### config.mk
export PLATFORM = sky130hd
export DESIGN_NAME = vga_sync_receiver_flat
export DESIGN_NICKNAME = d
export VERILOG_FILES = /design/src/rtl/vga_sync_receiver_if.sv /design/src/rtl/vga_sync_receiver.sv /design/src/flat_wrapper.sv
export SDC_FILE = /design/constraint.sdc
export NUM_CORES = 1
export LEC_CHECK = 0
export ABC_AREA = 1
export CAP_MARGIN = 20
export CELL_PAD_IN_SITES_DETAIL_PLACEMENT = 0
export CELL_PAD_IN_SITES_GLOBAL_PLACEMENT = 1
export CORE_MARGIN = 4
export CORE_UTILIZATION = 46
export CTS_CLUSTER_DIAMETER = 40
export DETAILED_ROUTE_END_ITERATION = 16
export DONT_BUFFER_PORTS = 1
export PLACE_DENSITY_LB_ADDON = 0.1
export SETUP_SLACK_MARGIN = 0.2
export SLEW_MARGIN = 20
export SYNTH_ARGS = -nofsm -noshare
export SYNTH_HDL_FRONTEND = slang
export SYNTH_SLANG_ARGS = --single-unit
### constraint.sdc
create_clock -name pclk -period 1.9 [get_ports pclk]
set_input_delay 0.38 -clock pclk [delete_from_list [all_inputs] [get_ports pclk]]
set_output_delay 0.38 -clock pclk [all_outputs]
set_load 0.02 [all_outputs]
### src/rtl/vga_sync_receiver_if.sv
// rtl/vga_sync_receiver_if.sv - sync pins and recovered timing of the VGA sync receiver
interface vga_sync_receiver_if;
    logic       hsync_in;
    logic       vsync_in;
    logic [9:0] x;
    logic [9:0] y;
    logic       de;
    logic       line_start;
    logic       frame_start;
    logic       locked;
    logic       err;
    logic [9:0] h_meas;
    logic [9:0] v_meas;
    logic [7:0] err_cnt;

    modport master (
        output hsync_in, vsync_in,
        input  x, y, de, line_start, frame_start, locked, err, h_meas, v_meas, err_cnt
    );

    modport slave (
        input  hsync_in, vsync_in,
        output x, y, de, line_start, frame_start, locked, err, h_meas, v_meas, err_cnt
    );
endinterface

### src/rtl/vga_sync_receiver.sv
// rtl/vga_sync_receiver.sv - VGA sync receiver: recovers x/y/de, checks mode timing, reports lock/err
// Define VGA_RX_STATS_EN to build the h_meas/v_meas/err_cnt statistics.
module vga_sync_receiver #(
    parameter int H_ACTIVE    = 640,
    parameter int H_FP        = 16,
    parameter int H_SYNC      = 96,
    parameter int H_BP        = 48,
    parameter int V_ACTIVE    = 480,
    parameter int V_FP        = 10,
    parameter int V_SYNC      = 2,
    parameter int V_BP        = 33,
    parameter bit HSYNC_POL   = 1'b0,
    parameter bit VSYNC_POL   = 1'b0,
    parameter int LOCK_FRAMES = 2
) (
    input logic                pclk,
    input logic                rst,
    vga_sync_receiver_if.slave vga
);
    localparam int H_TOTAL  = H_ACTIVE + H_FP + H_SYNC + H_BP;
    localparam int V_TOTAL  = V_ACTIVE + V_FP + V_SYNC + V_BP;
    localparam int HS_START = H_ACTIVE + H_FP;
    localparam int HS_END   = HS_START + H_SYNC;
    localparam int VS_START = V_ACTIVE + V_FP;
    localparam int VS_END   = VS_START + V_SYNC;
    localparam int TMO      = 2 * H_TOTAL;
    localparam int TW       = $clog2(TMO + 1);

    typedef enum logic [1:0] {SEARCH, CHECK, LOCKED} state_t;

    state_t        state_q, state_d;
    logic          hs1, hs2, vs1, vs2;
    logic          h_lead, h_trail, v_lead, v_trail, h_wrap;
    logic          mm_now, timeout, lose, locked;
    logic          mm_q, mm_d;
    logic [3:0]    good_q, good_d;
    logic [9:0]    hcnt, vcnt;
    logic [TW-1:0] tmo_cnt;
    logic          err_q;

    assign h_lead  = (hs1 == HSYNC_POL) && (hs2 != HSYNC_POL);
    assign h_trail = (hs1 != HSYNC_POL) && (hs2 == HSYNC_POL);
    assign v_lead  = (vs1 == VSYNC_POL) && (vs2 != VSYNC_POL);
    assign v_trail = (vs1 != VSYNC_POL) && (vs2 == VSYNC_POL);
    assign h_wrap  = (hcnt == 10'(H_TOTAL - 1));
    assign timeout = !(h_lead || h_trail) && (tmo_cnt == TW'(TMO - 1));

    // Counters lag the pins by one cycle, so each edge must land on its nominal count.
    assign mm_now = (h_lead  && (hcnt != 10'(HS_START)))
                 || (h_trail && (hcnt != 10'(HS_END)))
                 || (v_lead  && ((vcnt != 10'(VS_START)) || (hcnt != 10'd0)))
                 || (v_trail && (vcnt != 10'(VS_END)));

    always_ff @(posedge pclk or negedge rst) begin
        if (!rst) begin
            hs1     <= 1'b0;
            hs2     <= 1'b0;
            vs1     <= 1'b0;
            vs2     <= 1'b0;
            hcnt    <= '0;
            vcnt    <= '0;
            tmo_cnt <= '0;
        end else begin
            hs1 <= vga.hsync_in;
            hs2 <= hs1;
            vs1 <= vga.vsync_in;
            vs2 <= vs1;
            if (h_lead)
                hcnt <= 10'(HS_START + 1);
            else if (h_wrap)
                hcnt <= '0;
            else
                hcnt <= hcnt + 10'd1;
            if (v_lead)
                vcnt <= 10'(VS_START);
            else if (h_wrap)
                vcnt <= (vcnt == 10'(V_TOTAL - 1)) ? '0 : vcnt + 10'd1;
            if (h_lead || h_trail || timeout)
                tmo_cnt <= '0;
            else
                tmo_cnt <= tmo_cnt + TW'(1);
        end
    end

    always_comb begin
        state_d = state_q;
        good_d  = good_q;
        mm_d    = mm_q | mm_now;
        lose    = 1'b0;
        if (timeout) begin
            state_d = SEARCH;
            lose    = (state_q == LOCKED);
        end else begin
            case (state_q)
                SEARCH: begin
                    if (v_lead) begin
                        state_d = CHECK;
                        good_d  = '0;
                        mm_d    = 1'b0;
                    end
                end
                CHECK: begin
                    if (v_lead) begin
                        mm_d = 1'b0;
                        if (mm_q || mm_now) begin
                            state_d = SEARCH;
                        end else begin
                            good_d = good_q + 4'd1;
                            if (good_q + 4'd1 == 4'(LOCK_FRAMES))
                                state_d = LOCKED;
                        end
                    end
                end
                LOCKED: begin
                    if (mm_now) begin
                        state_d = SEARCH;
                        lose    = 1'b1;
                    end
                end
                default: state_d = SEARCH;
            endcase
        end
    end

    always_ff @(posedge pclk or negedge rst) begin
        if (!rst) begin
            state_q <= SEARCH;
            good_q  <= '0;
            mm_q    <= 1'b0;
            err_q   <= 1'b0;
        end else begin
            state_q <= state_d;
            good_q  <= good_d;
            mm_q    <= mm_d;
            if (lose)
                err_q <= 1'b1;
        end
    end

    assign locked          = (state_q == LOCKED);
    assign vga.locked      = locked;
    assign vga.err         = err_q;
    assign vga.x           = hcnt;
    assign vga.y           = vcnt;
    assign vga.de          = locked && (hcnt < 10'(H_ACTIVE)) && (vcnt < 10'(V_ACTIVE));
    assign vga.line_start  = locked && (hcnt == 10'd0) && (vcnt < 10'(V_ACTIVE));
    assign vga.frame_start = locked && (hcnt == 10'd0) && (vcnt == 10'd0);

`ifdef VGA_RX_STATS_EN
    logic [9:0] h_per, v_per, h_meas_q, v_meas_q;
    logic [7:0] err_cnt_q;

    always_ff @(posedge pclk or negedge rst) begin
        if (!rst) begin
            h_per     <= '0;
            v_per     <= '0;
            h_meas_q  <= '0;
            v_meas_q  <= '0;
            err_cnt_q <= '0;
        end else begin
            if (h_lead) begin
                h_meas_q <= h_per;
                h_per    <= 10'd1;
            end else if (h_per != 10'h3ff) begin
                h_per <= h_per + 10'd1;
            end
            if (v_lead) begin
                v_meas_q <= v_per;
                v_per    <= {9'd0, h_wrap};
            end else if (h_wrap && (v_per != 10'h3ff)) begin
                v_per <= v_per + 10'd1;
            end
            if (lose && (err_cnt_q != 8'hff))
                err_cnt_q <= err_cnt_q + 8'd1;
        end
    end

    assign vga.h_meas  = h_meas_q;
    assign vga.v_meas  = v_meas_q;
    assign vga.err_cnt = err_cnt_q;
`else
    assign vga.h_meas  = '0;
    assign vga.v_meas  = '0;
    assign vga.err_cnt = '0;
`endif
endmodule
### src/flat_wrapper.sv
// flat-port wrapper written by rule: the top's interface ports become plain ports
module vga_sync_receiver_flat 
#(
    parameter int H_ACTIVE    = 640,
    parameter int H_FP        = 16,
    parameter int H_SYNC      = 96,
    parameter int H_BP        = 48,
    parameter int V_ACTIVE    = 480,
    parameter int V_FP        = 10,
    parameter int V_SYNC      = 2,
    parameter int V_BP        = 33,
    parameter bit HSYNC_POL   = 1'b0,
    parameter bit VSYNC_POL   = 1'b0,
    parameter int LOCK_FRAMES = 2
)
  (pclk, rst, vga_hsync_in, vga_vsync_in, vga_x, vga_y, vga_de, vga_line_start, vga_frame_start, vga_locked, vga_err, vga_h_meas, vga_v_meas, vga_err_cnt);
  vga_sync_receiver_if vga_i ();
  input logic pclk;
  input logic rst;
  input wire logic [$bits(vga_i.hsync_in)-1:0] vga_hsync_in;
  input wire logic [$bits(vga_i.vsync_in)-1:0] vga_vsync_in;
  output wire logic [$bits(vga_i.x)-1:0] vga_x;
  output wire logic [$bits(vga_i.y)-1:0] vga_y;
  output wire logic [$bits(vga_i.de)-1:0] vga_de;
  output wire logic [$bits(vga_i.line_start)-1:0] vga_line_start;
  output wire logic [$bits(vga_i.frame_start)-1:0] vga_frame_start;
  output wire logic [$bits(vga_i.locked)-1:0] vga_locked;
  output wire logic [$bits(vga_i.err)-1:0] vga_err;
  output wire logic [$bits(vga_i.h_meas)-1:0] vga_h_meas;
  output wire logic [$bits(vga_i.v_meas)-1:0] vga_v_meas;
  output wire logic [$bits(vga_i.err_cnt)-1:0] vga_err_cnt;
  assign vga_i.hsync_in = vga_hsync_in;
  assign vga_i.vsync_in = vga_vsync_in;
  assign vga_x = vga_i.x;
  assign vga_y = vga_i.y;
  assign vga_de = vga_i.de;
  assign vga_line_start = vga_i.line_start;
  assign vga_frame_start = vga_i.frame_start;
  assign vga_locked = vga_i.locked;
  assign vga_err = vga_i.err;
  assign vga_h_meas = vga_i.h_meas;
  assign vga_v_meas = vga_i.v_meas;
  assign vga_err_cnt = vga_i.err_cnt;
  vga_sync_receiver #(.H_ACTIVE(H_ACTIVE), .H_FP(H_FP), .H_SYNC(H_SYNC), .H_BP(H_BP), .V_ACTIVE(V_ACTIVE), .V_FP(V_FP), .V_SYNC(V_SYNC), .V_BP(V_BP), .HSYNC_POL(HSYNC_POL), .VSYNC_POL(VSYNC_POL), .LOCK_FRAMES(LOCK_FRAMES)) u_core (.pclk(pclk), .rst(rst), .vga(vga_i));
endmodule
==> flow_summary.yaml, run 1 <==
placed_design:
  hpwl_mm: 4.30
  place.gp.congestion: 0.799
  port_buffers: 0
  post_dp_cell_area_sq_um: 2900
  post-place-ws_ps: 111
floorplan:
  fp-row-count: 27
  dieHeight_um: 85.3
  dieWidth_um: 85.3
  io_pins: 57
  die_area_sq_um: 7270
  initial_core_util: 0.487
  fp.coreArea_sq_um: 5640
cts:
  numClockSinks: 43
  cts_buffers: 5
  insertion_delay_ps: 300
  cts_max_level: 2
  cts_root_buffer: "clkbuf_8"
  clk_pin_slew_ps: 90
  clockBufferDepth: 2
  cts_tree: "built"
global_routing:
  grt_max_degree: 44
  gr-total-overflow: 0
  grt_pass1_vias: 2092
  grt_util_all_layers: 0.166
  antenna_found_initial: 0
  grt_pass1_wl_mm: 9.84
yosys:
  synthAdderAreaFrac: 0.0455
  ys_ff_latch: 43
  synth_top_area_share: 0.392
  synth.avg_cell_area_sq_um: 7.99
  ys_warn_count: 0
  syn_area_sq_um: 2750
  ys_types: 41
  synth_flop_cell: "dfrtp_1"
  synth_compound_area_frac: 0.0742
  synth_common_cells: "50 x nand2_1, 47 x inv_1, 46 x nor2_1"
  yosysMostFrequentCell: "nand2_1"
  yosysTopAreaCell: "dfrtp_1"
  synthArstFlopShare: 1.00
  ys_top_cells_by_area: "dfrtp_1 39%, buf_4 7.7%, nand2_1 6.8%"
  yosys.area_share.simple: 0.294
  synthXorXnorAreaFrac: 0.0351
  yosysSeqAreaShare: 0.392
  syn_inst: 344
  synth_top_family_by_area: "simple AND/OR/NAND/NOR gates"
  synth_edf_count: 0
  synthMuxAreaShare: 0
flow_run:
  drv_cap: 0
sta:
  rsz0062_at_grt: "yes"
  min_period_over_period: 1.01
  slew_violations: 0
  hold_slack_ps: 103
  hold_viol: 0
  setup_ws_ps: -25.9
  fmax_mhz: 519
  period_needed_ps: 1930
  final.setup.tns_ps: -81.1
  setup_viol: 6
  timing.clock.skew_ps: 5.51
power:
  p_per_area_nw_per_um2: 794
  p_leak_nw: 1.69
  ir_drop_v: 0.000389
layout:
  final_area_sq_um: 3430
  final_nets: 403
  area_delta_synth_final_pct: 24.8
  drive_gt1_frac: 0.326
  antenna_cells: 0
setup_path:
  cp_max_fo: 5
  worst-setup-path-type: "reg -> reg"
  required_ps: 2090
  setup.worst_path.end_class: "register"
  rr_worst_depth: 15
  r2r_start: "u_core.vga.x[0]"
  critPathLaunchType: "register"
  startpoint: "u_core.vga.x[0]"
  cp_data_arrival_time_ps: 2120
worst_hold_path:
  holdPathStages: 0
  worstHoldStart: "vga_vsync_in"
  min_path_type: "in -> reg"
routing:
  drt-pass1-iter-count: 4
  vias: 2247
  routed_via_density: 4.86
  drt-initial-drc-count: 55
  wl_per_cell_um: 13.4
  drc: 0
  detail-route-antenna-nets: 0
  routed_wirelength_mm: 6.17
run_status:
  violations: "setup timing"
  outcome: "finished, violations left"
where the power goes:
group          total (mW)  internal [mW]  switching [mW]
registers            1.12           1.01           0.114
clock network       0.777          0.433           0.344
logic               0.824          0.314           0.510
total                2.72           1.76           0.968
critical path, stage by stage, from the launching register on:
cell	delay, ps
dfrtp_2	420
inv_2	70
ha_4	150
nand2_4	50
nor2_4	120
nand3_4	100
buf_6	140
buf_6	110
nor2_4	90
nor2_4	40
nor2_4	160
nand2_4	70
nand2_4	90
nand3_4	90
nand2_2	90
nand2_2	40
metrics by stage:
step | utilization | total power, mW | cells
2_1_floorplan | - | 1.66 | 371
3_3_place_gp | 0.514 | 1.77 | 435
3_5_place_dp | 0.514 | 1.78 | 435
4_1_cts | 0.568 | 2.66 | 453
5_1_grt | 0.608 | 2.90 | 462
6_report | 0.608 | 2.72 | 462
worst paths after layout:
check	slack, ps	to
max	-30	u_core.good_q[2]
min	100	u_core.vs1
max reg2reg	-30	u_core.good_q[2]
min reg2reg	380	u_core.vs2
max in group asynchronous	1100	u_core.vga.y[0]
min in group asynchronous	570	u_core.vga.x[5]
sequential cells by signal, indices dropped and copies added, names as in the netlist:
register,cells
u_core.tmo_cnt,11
u_core.vga.x,10
u_core.vga.y,10
u_core.good_q,4
u_core.state_q,2
u_core.hs1,1
u_core.hs2,1
u_core.mm_q,1
u_core.vga.err,1
u_core.vs1,1
u_core.vs2,1
repair_timing:
item                                    in CTS  in global routing
setup buffers                                8                  9
gates cloned                                 0                  0
resized for setup                           27                 44
hold endpoints to repair                    43                  0
endpoints found under the setup margin      12                 35
pin swaps                                    8                 14
hold buffers                                 2                  0
layout make-up:
| cell class | instances | area [sq um] |
|---|---|---|
| Clock buffer | 6 | 82.6 |
| Clock inverter | 2 | 38.8 |
| Fill cell | 514 | 2210 |
| Inverter | 54 | 210 |
| Multi-Input combinational cell | 244 | 1570 |
| Sequential cell | 43 | 1090 |
| Tap cell | 72 | 90.1 |
| Timing Repair Buffer | 41 | 353 |
cells in the final DEF, fill, tap and decap left out, drive strengths merged, types with 2 or more instances in the layout:
cell type   n
nand2      58
inv        54
nor2       52
dfrtp      43
buf        40
conb       28
nand3      26
o21ai      15
a21oi      13
nor3       12
ha         10
xor2        9
clkbuf      6
nand4       6
a31oi       2
xnor2       2
and3        2
cells by family (layout without fill, tap and decap cells):
kind of cell	Yosys count	after routing
buffers and inverters	84	103
adder cells (fa/ha/maj)	10	10
AND/OR/NAND/NOR	160	160
XOR/XNOR	11	11
other	1	28
AO/OA/AOI/OAI	35	35
flip-flops	43	43
routing by layer:
metal	up-vias	global-route usage	wire [um]
li1	1124	-	-
met1	1057	0.214	2670
met2	58	0.278	3140
met3	8	0.0359	284
met4	0	0.0489	80
met5	-	0	0
Power figures use the tool's default switching activity.
==> run 2, diff against run 1 <==
--- a/config.mk
+++ b/config.mk
@@ -11,7 +11,7 @@
 export CELL_PAD_IN_SITES_GLOBAL_PLACEMENT = 1
 export CORE_MARGIN = 4
 export CORE_UTILIZATION = 46
-export CTS_CLUSTER_DIAMETER = 40
+export CTS_CLUSTER_DIAMETER = 60
 export DETAILED_ROUTE_END_ITERATION = 16
 export DONT_BUFFER_PORTS = 1
 export PLACE_DENSITY_LB_ADDON = 0.1
@@ -20,3 +20,4 @@
 export SYNTH_ARGS = -nofsm -noshare
 export SYNTH_HDL_FRONTEND = slang
 export SYNTH_SLANG_ARGS = --single-unit
+export TNS_END_PERCENT = 50
==> run 2 against run 1 <==
Net effect: the run still ends with setup timing left; sequential power is essentially flat; register-to-register slack is essentially flat; clock power is essentially flat; clock skew shrank 2.2 ps; utilization shrank 0.51 points; non-clock buffer count shrank 2; first-iteration DRC count grew 56%; setup slack is essentially flat; critical endpoint unchanged; largest power group unchanged.
==> flow_summary.yaml, run 2 (same netlist as run 1, synthesis figures left out) <==
run_status:
  outcome: "finished, violations left"
  violations: "setup timing"
floorplan:
  die_area_sq_um: 7270
  fp.coreArea_sq_um: 5640
  fp-row-count: 27
  io_pins: 57
  initial_core_util: 0.487
  dieHeight_um: 85.3
  dieWidth_um: 85.3
sta:
  period_needed_ps: 1930
  timing.clock.skew_ps: 3.31
  slew_violations: 0
  setup_viol: 6
  fmax_mhz: 519
  hold_viol: 0
  hold_slack_ps: 102
  min_period_over_period: 1.01
  final.setup.tns_ps: -85.1
  rsz0062_at_grt: "yes"
  setup_ws_ps: -25.4
setup_path:
  cp_max_fo: 5
  cp_data_arrival_time_ps: 2120
  worst-setup-path-type: "reg -> reg"
  required_ps: 2090
  cp_common_cell: "nor2_4"
  worst-path-buf-inv: 3
  worst_path_max_delay_cell: "dfrtp_2"
  max_stage_delay_ps: 420
  critPathLaunchType: "register"
  setup.worst_path.end_class: "register"
  cp_cell_sequence: "inv_2 > ha_4 > nand2_4 > nor2_4 > nand3_4 > buf_6 > buf_6 > nor2_4 > nor2_4 > nor2_4 > nand2_4 > nand2_4 > nand3_4 > nand2_2 > nand2_2"
  cp_top_family: "simple AND/OR/NAND/NOR gates"
routing:
  drt-pass1-iter-count: 4
  drt-initial-drc-count: 86
  detail-route-antenna-nets: 0
  vias: 2237
  routed_via_density: 4.86
  drc: 0
  wl_per_cell_um: 13.3
  routed_wirelength_mm: 6.11
global_routing:
  grt_util_all_layers: 0.165
  grt_max_degree: 44
  antenna_found_initial: 0
  grt_pass1_wl_mm: 9.80
  gr-total-overflow: 0
  grt_pass1_vias: 2082
placed_design:
  place_inst: 435
  place.gp.congestion: 0.799
  hpwl_mm: 4.30
  port_buffers: 0
  post_dp_cell_area_sq_um: 2900
  post-place-ws_ps: 111
layout:
  final_nets: 401
  regArea_sq_um: 1090
  utilization: 0.603
  layout_commonest_cell: "inv_1"
  fin_cells: 460
  mostFrequentLayoutCells: "43 x inv_1, 42 x nand2_1, 38 x nor2_1, 34 x dfrtp_1, 32 x buf_4"
  antenna_cells: 0
  largest_reg_flops: 11
  area_delta_synth_final_pct: 23.8
  fillers: 526
  multiInputGateArea_sq_um: 1560
  final_area_sq_um: 3400
  drive_gt1_frac: 0.317
  largest_register: "u_core.tmo_cnt"
cts:
  clk_pin_slew_ps: 90
  cts_max_level: 2
  cts_tree: "built"
  clockBufferDepth: 2
  cts_buffers: 5
  insertion_delay_ps: 300
  cts_root_buffer: "clkbuf_8"
  numClockSinks: 43
worst_hold_path:
  min_path_type: "in -> reg"
power:
  p_per_area_nw_per_um2: 799
  p_leak_nw: 1.68
  ir_drop_v: 0.000388
  total_power_mw: 2.72
flow_run:
  drv_cap: 0
-- run 2: cell count changes in the layout (fill, tap and decap cells not counted), sizes merged --
cell / delta
buf: -2
-- run 2: where the power goes --
group | total [mW] | leakage, nW | switching, mW | internal, mW
clock | 0.775 | 0.0618 | 0.342 | 0.433
combinational | 0.820 | 1.10 | 0.507 | 0.313
sequential | 1.12 | 0.522 | 0.114 | 1.01
total | 2.72 | 1.68 | 0.963 | 1.76
-- run 2: final timing paths --
path,from,to,slack [ps],cells past startpoint
max,u_core.vga.x[0],u_core.good_q[2],-30,15
min,vga_hsync_in,u_core.hs1,100,0
max in group asynchronous,rst,u_core.vga.y[0],1090,2
max reg2reg,u_core.vga.x[0],u_core.good_q[2],-30,15
min in group asynchronous,rst,u_core.vga.x[5],570,2
min reg2reg,u_core.vs1,u_core.vs2,380,0
-- run 2: what timing repair did --
action	in CTS	in global routing
buffers inserted	6	9
endpoints found under the setup margin	12	35
gates resized for setup	27	39
pin swaps	9	14
hold buffers	2	0
hold endpoints to repair	43	0
-- run 2: metal layers --
layer  vias to the layer above  routed length, um  track usage  part of all wire
li1                       1119                  -            -                 -
met1                      1049               2660        0.213              0.43
met2                        61               3090        0.277              0.50
met3                         8                289       0.0359             0.047
met4                         0                 80       0.0489             0.013
met5                         -                  0            0                 0
-- run 2: cell type report --
| cell class | instances | area share |
|---|---|---|
| clock buffers | 6 | 0.0243 |
| clock inverters | 2 | 0.0114 |
| inverters | 54 | 0.0618 |
| multi-input cells | 244 | 0.458 |
| flip-flops and latches | 43 | 0.320 |
| well taps | 72 | 0.0265 |
| repair buffers | 39 | 0.0982 |
